File: src/rtl/event_fetch_pkg.sv
// -----------------------------------------------------------------------------
// event_fetch_pkg
//   Shared definitions for the event fetch slice: Event Queue command
//   encodings, boolean literals and the fetch FSM state type.
// -----------------------------------------------------------------------------
package event_fetch_pkg;

  localparam logic TRUE        = 1'b1;
  localparam logic FALSE       = 1'b0;

  // Event Queue operation encodings (eq_op)
  localparam logic EXTRACT_CMD = 1'b1;
  localparam logic INSERT_CMD  = 1'b0;

  typedef enum logic [1:0] {
    ST_IDLE    = 2'd0,
    ST_EXTRACT = 2'd1,
    ST_SETTLE  = 2'd2
  } fetch_state_e;

endpackage

File: src/rtl/ev_time_cmp.sv
// -----------------------------------------------------------------------------
// ev_time_cmp
//   Unsigned comparison of an event's TIME field against the current
//   simulation time.
//   Ports:
//     ev_time   in   time_wd  TIME field of the queue head entry
//     sim_time  in   time_wd  current simulation time
//     eq        out  1        ev_time == sim_time
//     gt        out  1        ev_time >  sim_time
//     lt        out  1        ev_time <  sim_time
// -----------------------------------------------------------------------------
module ev_time_cmp #(
  parameter int unsigned time_wd = 16
) (
  input  logic [time_wd-1:0] ev_time,
  input  logic [time_wd-1:0] sim_time,
  output logic               eq,
  output logic               gt,
  output logic               lt
);

  always_comb begin
    eq = (ev_time == sim_time);
    gt = (ev_time >  sim_time);
    lt = (ev_time <  sim_time);
  end

endmodule

File: src/rtl/event_fetch.sv
// -----------------------------------------------------------------------------
// event_fetch
//   Pulls events from the Event Queue head in time order and issues them
//   downstream through a single output register, advancing the simulation
//   time when the head lies in the future. At most one extract is in flight:
//   IDLE -> EXTRACT (one cycle) -> SETTLE (until the queue is not busy).
//
//   Optional feature macro: TIME_CHECK_EN
//     defined   : adds sticky 'err' output, set when a head entry older than
//                 sim_time is extracted (the event is still issued).
//     undefined : no 'err' port; late entries are handled as on-time.
//
//   Ports:
//     clk         in   1        clock, rising edge
//     rst         in   1        asynchronous reset, active low
//     en          in   1        fetch enable (blocks new IDLE actions only)
//     eq_ev       in   data_wd  queue head entry
//     eq_dv       in   1        eq_ev valid
//     eq_busy_rd  in   1        queue cannot accept an extract
//     eq_empty    in   1        queue empty
//     eq_cs       out  1        queue chip select, one pulse per extract
//     eq_op       out  1        queue operation, always EXTRACT_CMD
//     ev_out      out  data_wd  issued event
//     ev_valid    out  1        ev_out valid
//     ev_ready    in   1        downstream accepts ev_out
//     sim_time    out  time_wd  current simulation time
//     time_adv    out  1        pulse when sim_time changes
//     done        out  1        queue empty, output empty, FSM idle
//     err         out  1        sticky causality error (TIME_CHECK_EN only)
// -----------------------------------------------------------------------------
module event_fetch
  import event_fetch_pkg::*;
#(
  parameter int unsigned data_wd = 32,
  parameter int unsigned hi      = 15,
  parameter int unsigned lo      = 0
) (
  input  logic               clk,
  input  logic               rst,
  input  logic               en,
  input  logic [data_wd-1:0] eq_ev,
  input  logic               eq_dv,
  input  logic               eq_busy_rd,
  input  logic               eq_empty,
  output logic               eq_cs,
  output logic               eq_op,
  output logic [data_wd-1:0] ev_out,
  output logic               ev_valid,
  input  logic               ev_ready,
  output logic [hi-lo:0]     sim_time,
  output logic               time_adv,
  output logic               done
`ifdef TIME_CHECK_EN
  ,
  output logic               err
`endif
);

  localparam int unsigned time_wd = hi - lo + 1;

  fetch_state_e       state_q,    state_d;
  logic [data_wd-1:0] ev_out_q,   ev_out_d;
  logic               ev_valid_q, ev_valid_d;
  logic [time_wd-1:0] sim_time_q, sim_time_d;
  logic               time_adv_q, time_adv_d;

  logic t_eq, t_gt, t_lt;
  logic head_ok;
  logic out_free;
  logic fire;
  logic advance;

  ev_time_cmp #(
    .time_wd (time_wd)
  ) u_cmp (
    .ev_time  (eq_ev[hi:lo]),
    .sim_time (sim_time_q),
    .eq       (t_eq),
    .gt       (t_gt),
    .lt       (t_lt)
  );

  always_comb begin
    state_d    = state_q;
    ev_out_d   = ev_out_q;
    ev_valid_d = ev_valid_q && !ev_ready;
    sim_time_d = sim_time_q;
    time_adv_d = FALSE;

    head_ok  = (state_q == ST_IDLE) && en && eq_dv && !eq_empty && !eq_busy_rd;
    out_free = !ev_valid_q || ev_ready;
    // Late heads (lt) are issued as if on time; sim_time never moves back.
    fire     = head_ok && (t_eq || t_lt) && out_free;
    // Time only advances once the output register has fully drained, so an
    // issued event is always presented alongside its own sim_time.
    advance  = head_ok && t_gt && !ev_valid_q;

    case (state_q)
      ST_IDLE:    if (fire) state_d = ST_EXTRACT;
      ST_EXTRACT: state_d = ST_SETTLE;
      ST_SETTLE:  if (!eq_busy_rd) state_d = ST_IDLE;
      default:    state_d = ST_IDLE;
    endcase

    if (fire) begin
      ev_out_d   = eq_ev;
      ev_valid_d = TRUE;
    end

    if (advance) begin
      sim_time_d = eq_ev[hi:lo];
      time_adv_d = TRUE;
    end
  end

  always_ff @(posedge clk or negedge rst) begin
    if (!rst) begin
      state_q    <= ST_IDLE;
      ev_out_q   <= '0;
      ev_valid_q <= FALSE;
      sim_time_q <= '0;
      time_adv_q <= FALSE;
    end else begin
      state_q    <= state_d;
      ev_out_q   <= ev_out_d;
      ev_valid_q <= ev_valid_d;
      sim_time_q <= sim_time_d;
      time_adv_q <= time_adv_d;
    end
  end

`ifdef TIME_CHECK_EN
  logic err_q;

  always_ff @(posedge clk or negedge rst) begin
    if (!rst) begin
      err_q <= FALSE;
    end else if (fire && t_lt) begin
      err_q <= TRUE;
    end
  end

  assign err = err_q;
`endif

  // Chip select is combinational from the IDLE decision; qualifying it with
  // rst keeps it low while reset is held, independent of the clock.
  assign eq_cs    = fire && rst;
  assign eq_op    = EXTRACT_CMD;
  assign ev_out   = ev_out_q;
  assign ev_valid = ev_valid_q;
  assign sim_time = sim_time_q;
  assign time_adv = time_adv_q;
  assign done     = eq_empty && !ev_valid_q && (state_q == ST_IDLE);

endmodule

File: config.mk
export PLATFORM = sky130hd
export DESIGN_NAME = event_fetch
export DESIGN_NICKNAME = d
export VERILOG_FILES = /design/src/rtl/event_fetch_pkg.sv /design/src/rtl/ev_time_cmp.sv /design/src/rtl/event_fetch.sv
export SDC_FILE = /design/constraint.sdc
export NUM_CORES = 1
export LEC_CHECK = 0
export BUFFER_PORTS_ARGS = -buffer_cell sky130_fd_sc_hd__buf_2
export CORE_ASPECT_RATIO = 1.4
export CORE_MARGIN = 1
export CORE_UTILIZATION = 50
export CTS_CLUSTER_DIAMETER = 150
export CTS_CLUSTER_SIZE = 20
export DETAILED_ROUTE_END_ITERATION = 8
export GPL_TIMING_DRIVEN = 0
export PLACE_DENSITY = 0.8
export SLEW_MARGIN = 10
export SYNTH_ARGS = -nofsm -noshare
export SYNTH_HDL_FRONTEND = slang
export SYNTH_HIERARCHICAL = 1
export SYNTH_SLANG_ARGS = --single-unit
File: constraint.sdc
create_clock -name clk -period 3.4 [get_ports clk]
set_clock_uncertainty 0.15 [all_clocks]
set_input_delay 0.68 -clock clk [delete_from_list [all_inputs] [get_ports clk]]
set_output_delay 0.68 -clock clk [all_outputs]
set_load 0.02 [all_outputs]
Yosys cells after proc, flatten, opt, wreduce, memory -nomap -nowiden --
Index checks and enable logic that the tools add are counted. W data, S select, Z words.
Storage, ports and cells: bits of input ports 39, output and inout port bits 53, register bits 52, logic and storage cells 37
Cells by class: reductions and logical operators 20, muxes and demuxes 5, magnitude comparators 2, eq/ne operators 5
Operators by type and width (count):
- $eq A16 B16 Y1 | 1
- $gt A16 B16 Y1 | 1
- $lt A16 B16 Y1 | 1
- $logic_and A1 B1 Y1 | 12
- $pmux W2 S3 | 1
- $logic_not A1 Y1 | 4
- $mux W2 | 2
- $ne A2 B2 Y1 const B | 2
- $eq A2 B1 Y1 const B | 1
- $eq A2 B2 Y1 const B | 1
- $logic_not A2 Y1 | 1
- $logic_or A1 B1 Y1 | 2
- $mux W1 | 2
- $reduce_and A2 Y1 | 1

Logic depth before layout (Yosys ltp) --
Gate-level depths: netlist (run 1).
word-level depth 9, gate-level depth with buffers 10, depth with buffers taken out 8

Hierarchy --
The synthesis (run 1) kept the hierarchy.
Modules (own cells, without submodules):
- event_fetch | cells an instance 120, area an instance 2164.6 um^2, instances 1, seq. area each 1301.2 um^2
- ev_time_cmp | cells an instance 58, area an instance 412.9 um^2, instances 1, seq. area each 0.0 um^2

Worst setup path after synthesis (run 1) --
Ideal clock, no wire load.
path type input to output, start point input eq_ev[15], end point output eq_cs, buffers on the path 2, required time 2.570 ns, slack 0.135 ns, data arrival time 2.435 ns, stages 8, cell sequence ha_1 nand4_2 a2111o_1 and3_1 o2111a_1 buf_6 buf_12 and2_1
Between the ends: word-level cells in the longest chain between the ends 5, elaborated cells on any way between the ends 6, those cells by class order compare: 1; eq/ne: 1; reduce/logical: 4
Ends and longest elaborated chain:
- start: declaration | line event_fetch.sv:41 | input logic [data_wd-1:0] eq_ev,
- $lt A16 B16 Y1 | line ev_time_cmp.sv:25 | lt = (ev_time < sim_time);
- net t_lt | line event_fetch.sv:67 | logic t_eq, t_gt, t_lt;
- $logic_or A1 B1 Y1 | line event_fetch.sv:93 | fire = head_ok && (t_eq || t_lt) && out_free;
- $logic_and A1 B1 Y1 (2 in a row) | line event_fetch.sv:93
- $logic_and A1 B1 Y1 | line event_fetch.sv:148 | assign eq_cs = fire && rst;
- end: declaration | line event_fetch.sv:45 | output logic eq_cs,
The timed path passes the listed nets, and every way through them passes these cells.

Final worst setup path (run 1) --
start point input eq_ev[1], end point output eq_cs
The elaborated chain is that of the path after synthesis.

==> results of run 1 <==
flip-flops by register name (all words and copies together), names as in the netlist:
| signal | cells |
|---|---|
| time_adv | 1 |
| ev_out | 32 |
| state_q | 2 |
| ev_valid | 1 |
| sim_time | 16 |
cells by family after synthesis:
group                      after synthesis
DFF                                     52
muxes                                   49
buffers and inverters                   24
and+or+nand+nor                         21
adders and majority gates               16
AOI/OAI and AO/OA                       15
other                                    1
synth_stat cells (2+ instances only):
library cell  number  area [um2]
o211ai_1           2        15.0
nand2_1            5        18.8
ha_1              16         200
nand4_1            3        18.8
mux2_2            11         124
mux2_4            37         556
o21ai_0            2        10.0
nor2_1             3        11.3
buf_6              2        22.5
buf_12             3        60.1
dfrtp_1           52        1300
inv_1             18        67.6
a21oi_1            6        30.0
and2_1             2        12.5
metal layers:
layer | vias up | part of all wire, % | GRT usage, %
li1 | 813 | - | -
met1 | 850 | 40 | 22.1
met2 | 51 | 55 | 35.2
met3 | 7 | 3.3 | 3.01
met4 | 0 | 2.1 | 7.61
met5 | - | 0 | 0
power by group:
part | internal, uW | switching, uW
clock network | 165 | 200
registers | 896 | 167
logic | 710 | 770
worst max-delay path by stage:
stage	startpoint	end	slack [ps]	cells past startpoint
2_1_floorplan	eq_ev[15]	eq_cs	140	8
3_3_place_gp	eq_ev[15]	eq_cs	-170	10
3_5_place_dp	eq_ev[15]	eq_cs	-210	10
4_1_cts	eq_ev[1]	eq_cs	30	10
5_1_grt	eq_ev[1]	eq_cs	50	9
6_report	eq_ev[1]	eq_cs	130	9
per-stage QoR:
| stage | utilization [%] | hold slack (ps) | setup slack, ps | TNS [ps] |
|---|---|---|---|---|
| finish | 67.2 | 235 | 132 | 0 |
| global route | 67.2 | 289 | 48.3 | 0 |
| CTS | 66.0 | 361 | 27.2 | 0 |
| detailed placement | 63.2 | 339 | -209 | -209 |
| global placement | 63.2 | 336 | -166 | -166 |
| floorplan | - | 234 | 135 | 0 |
critical path: stages:
cell,delay [ps]
buf_4,130
ha_4,260
nor2b_1,120
o211ai_1,100
a2111o_1,390
and3_4,180
o2111a_1,260
and2_1,180
buf_6,130
timing repair:
| action | in CTS | in global routing |
|---|---|---|
| endpoints found under the setup margin | 1 | 1 |
| setup buffers | 2 | 0 |
| gates resized for setup | 6 | 6 |
| pin swaps | 3 | 3 |
| endpoints found under the hold margin | 0 | 0 |
layout make-up:
cell class | count | area, um2
Sequential cell | 52 | 1300
Tap cell | 64 | 80.1
Timing Repair Buffer | 92 | 477
Buffer | 4 | 58.8
Clock buffer | 6 | 82.6
Clock inverter | 2 | 15.0
Fill cell | 367 | 1620
Inverter | 18 | 67.6
Multi-Input combinational cell | 102 | 1220
==> out/metrics.yaml, run 1 <==
status:
  outcome: "finished clean"
global_routing:
  grt_usage_pct: 19.1
  antenna_found_initial: 0
  grt_first_pass_wirelength_mm: 8.05
  grt-ovfl-total: 0
  grt_pass1_vias: 1701
  grt_max_degree: 54
synth:
  avgSynthCellArea_um2: 14.5
  async_flop_share_pct: 100
  syn-instance-count: 178
  synth-compound-area-share_pct: 3.83
  synthAdderAreaFrac_pct: 7.77
  synth_xor_area_share_pct: 0
  synth_top_family_by_area: "multiplexers"
  synthSimpleGateAreaFrac_pct: 4.90
  yosysUniqueCellTypes: 30
  syn_nets: 233
  synth-seq-cells: 52
  synth.cell_area_um2: 2580
  ys_seq_area_share_pct: 50.5
  synthMuxAreaShare_pct: 26.7
  synth-main-ff-cell: "dfrtp_1"
  synth-edff-count: 0
  yosys_warnings: 6
pwr:
  p_leak_uw: 0.00171
  ir_worst_vdd_uv: 383
  p_per_area_nw_per_um2: 881
  power_uw: 2910
hold_path:
  hp-class: "in2async"
routing:
  num_vias: 1721
  drt_first_iter_violations: 74
  drc: 0
  wl_per_cell_um: 14.9
  firstDrtPassIters: 4
  vias_per_cell: 5.06
  routed_wl_mm: 5.05
  ant_nets: 0
clock_tree:
  cts_tree: "built"
  cts.path.max_buffers: 2
  clk_latency_ps: 300
  cts_hold_buf: 0
  cts_num_sinks: 52
  cts_root_buffer: "clkbuf_8"
  h-tree-depth: 2
  clk_pin_slew_ps: 90
  cts-buffers-inserted: 5
timing:
  finalMaxSlewViolations: 0
  fin_crit_sh_pct: 96.1
  setup_viol: 0
  max_freq_ghz: 0.306
  timing.final.crit_period_ps: 3270
  worst_pin_slew_ps: 631
  rsz0062_at_grt: "no"
  slew_headroom_pct: 57.9
  finalHoldViolations: 0
placement:
  numPortBuffers: 90
  globalplace.congestion: 0.709
  hpwl_mm: 3.75
  dpl_cell_area_um2: 3110
  dp_cells: 332
floorplanning:
  ios: 92
  die_w_um: 62.7
  fp-row-count: 30
  initial_core_util_pct: 52.4
  core_um2: 4920
  fp.dieH_um: 87.0
  dieArea_um2: 5450
worst_setup_path:
  cp-start-kind: "input pin"
  reg2reg_from: "sim_time[10]"
  critPathRequiredTime_ps: 2570
  reg2reg_depth: 9
  critPathKind: "in2out"
  endpoint_kind: "output port"
  rr_endpoint: "ev_out[22]"
  rrSetupSlack_ps: 490
  cp_max_fo: 3
  worstPathArrival_ps: 2440
finish:
  final_cell_mix: "buf_2, dfrtp_1, mux2_4, inv_1, mux2_2"
  layout_commonest_cell: "buf_2"
  antenna_cells: 0
  areaGrowthSynthToFinish_pct: 28.1
  instances_no_fill: 340
  nets: 330
  drive_gt1_share_pct: 58.7
  stdcell_area_um2: 3300
job:
  max-cap-violations: 0
Note: power is estimated with default switching activity, not from simulation.
==> inputs of run 2 (changes only) <==
CELL_PAD_IN_SITES_DETAIL_PLACEMENT = 1   (was not set)
CELL_PAD_IN_SITES_GLOBAL_PLACEMENT = 1   (was not set)
CORE_ASPECT_RATIO = 1.2   (was 1.4)
CORE_UTILIZATION = 39   (was 50)
PLACE_DENSITY = not set   (was 0.8)
PLACE_DENSITY_LB_ADDON = 0.1   (was not set)
==> run 2 against run 1 <==
Count of clock-buffer cells in the layout fell by 1. Via count rose by 2.6%. Cell area rose by 2.0%. Final cell count rose by 6.8%. Critical path type unchanged. Highest routed layer unchanged.
==> out/metrics.yaml, run 2 (same netlist as run 1, synthesis figures left out) <==
pwr:
  swShare_pct: 38.6  # was 39.1%
  seqPwrFrac_pct: 35.5  # was 36.6%
  p_per_area_nw_per_um2: 888  # was 881 nW/um2
  internal_power_uw: 1840  # was 1770 uW
  p_sw_uw: 1150  # was 1140 uW
  power_uw: 2990  # was 2910 uW
  p_clk_share_pct: 14.2  # was 12.5%
  ir_worst_vdd_uv: 371  # was 383 uV
  power_frac_comb_pct: 50.3  # was 50.9%
  p_leak_uw: 0.00174  # was 0.00171 uW
clock_tree:
  cts.path.max_buffers: 2  # unchanged
  clk_pin_slew_ps: 90  # about the same
  cts_tree: "built"  # unchanged
  cts-buffers-inserted: 5  # unchanged
  cts_num_sinks: 52  # unchanged
  h-tree-depth: 2  # unchanged
  cts_root_buffer: "clkbuf_8"  # unchanged
  clk_latency_ps: 300  # about the same
worst_setup_path:
  endpoint_kind: "output port"  # unchanged
  cp-start-kind: "input pin"  # unchanged
  cp_max_fo: 4  # was 3
  critPathRequiredTime_ps: 2570  # about the same
  worstPathArrival_ps: 2460  # was 2440 ps
  critPathKind: "in2out"  # unchanged
routing:
  ant_nets: 0  # unchanged
  wl_per_cell_um: 15.3  # was 14.9 um
  vias_per_cell: 4.87  # was 5.06
  firstDrtPassIters: 4  # unchanged
  num_vias: 1766  # was 1721
  routed_wl_mm: 5.56  # was 5.05 mm
  drt_first_iter_violations: 38  # was 74
  drc: 0  # unchanged
timing:
  finalMaxSlewViolations: 0  # unchanged
  rsz0062_at_grt: "no"  # unchanged
  setup_tns_ps: 0  # unchanged
  setup_viol: 0  # unchanged
  finalHoldViolations: 0  # unchanged
  worst_pin_slew_ps: 672  # was 631 ps
  fin_crit_sh_pct: 96.7  # was 96.1%
  slew_headroom_pct: 55.2  # was 57.9%
  setup_ws_ps: 111  # was 132 ps
  timing.final.crit_period_ps: 3290  # was 3270 ps
  max_freq_ghz: 0.304  # was 0.306 GHz
finish:
  layout_commonest_cell: "buf_2"  # unchanged
  nets: 332  # was 330
  final_cell_mix: "buf_2, dfrtp_1, mux2_4, inv_1, mux2_2"  # unchanged
  drive_gt1_share_pct: 59.7  # was 58.7%
  antenna_cells: 0  # unchanged
  areaGrowthSynthToFinish_pct: 30.7  # was 28.1%
  stdcell_area_um2: 3370  # was 3300 um2
  instances_no_fill: 363  # was 340
  largest_reg_flops: 32  # unchanged
placement:
  numPortBuffers: 90  # unchanged
  hpwl_mm: 3.92  # was 3.75 mm
  dp_cells: 353  # was 332
  dpl_cell_area_um2: 3130  # was 3110 um2
  globalplace.congestion: 0.633  # was 0.709
  preCtsSetupSlack_ps: -209  # about the same
global_routing:
  grt_pass1_vias: 1871  # was 1701
  grt-ovfl-total: 0  # unchanged
  grt_max_degree: 54  # unchanged
  antenna_found_initial: 0  # unchanged
  grt_first_pass_wirelength_mm: 9.26  # was 8.05 mm
  grt_usage_pct: 16.9  # was 19.1%
floorplanning:
  core_um2: 6410  # was 4920 um2
  die_w_um: 76.2  # was 62.7 um
  fp-row-count: 32  # was 30
  dieArea_um2: 6940  # was 5450 um2
  initial_core_util_pct: 40.2  # was 52.4%
  fp.dieH_um: 91.1  # was 87.0 um
  ios: 92  # unchanged
job:
  max-cap-violations: 0  # unchanged
status:
  outcome: "finished clean"  # unchanged
hold_path:
  hp-class: "in2async"  # unchanged
run 2: cell count changes in the layout (fill, tap and decap cells not counted):
cell / before / now
and2_4: 0 / 1
clkinv_2: 0 / 1
nor2b_1: 1 / 0
buf_2: 87 / 86
clkinvlp_4: 2 / 1
and2_1: 2 / 1
buf_4: 5 / 8
clkbuf_8: 6 / 5
nor2b_4: 0 / 1
bufinv_16: 0 / 1
run 2: power by group through the flow:
stage          registers, uW  clock network [uW]  logic [uW]
2_1_floorplan           1410                   0         615
3_3_place_gp            1060                   0        1380
3_5_place_dp            1070                   0        1410
4_1_cts                 1060                 441        1440
5_1_grt                 1100                 455        1630
6_report                1060                 425        1500
run 2: stage by stage:
step           utilization (%)  hold WS, ps
3_5_place_dp              48.9          339
6_report                  52.6          256
2_1_floorplan                -          234
4_1_cts                   51.2          366
5_1_grt                   52.6          327
3_3_place_gp              48.9          336
run 2: path summary, 6_finish.rpt:
check | from | end | slack, ps | cells past startpoint
hold reg to reg | ev_out[9] | ev_out[9] | 360 | 1
max in group asynchronous | rst | sim_time[15] | 2400 | 1
setup / recovery | eq_ev[14] | eq_cs | 110 | 8
min in group clk | ev_out[9] | ev_out[9] | 360 | 1
setup reg to reg | sim_time[13] | ev_out[22] | 400 | 11
hold / removal | rst | ev_out[28] | 260 | 1
run 2: cell type report:
class | instances | area, um2
Tap cell | 85 | 106
Inverter | 18 | 67.6
Timing Repair Buffer | 94 | 494
Buffer | 4 | 58.8
Sequential cell | 52 | 1300
Clock inverter | 3 | 42.5
Multi-Input combinational cell | 102 | 1230
Fill cell | 701 | 3040
Clock buffer | 5 | 68.8
run 2: repair_timing:
item / in CTS / in global routing
gates resized for setup: 7 / 9
setup endpoints to repair: 1 / 1
pin swaps: 3 / 4
setup buffers: 2 / 2
hold endpoints to repair: 0 / 0
hold buffers: 0 / 0
run 2: critical path: stages:
cell      delay [ps]
buf_2            120
ha_1             330
nand4_4          130
a2111o_1         420
and3_4           180
o2111a_1         290
and2_4           180
buf_6            120
run 2: metal layers:
layer | vias up | track usage (%) | wire [um]
li1 | 819 | - | -
met1 | 891 | 21.7 | 2330
met2 | 51 | 28.5 | 2910
met3 | 5 | 3.42 | 259
met4 | 0 | 5.29 | 66
met5 | - | 0 | 0
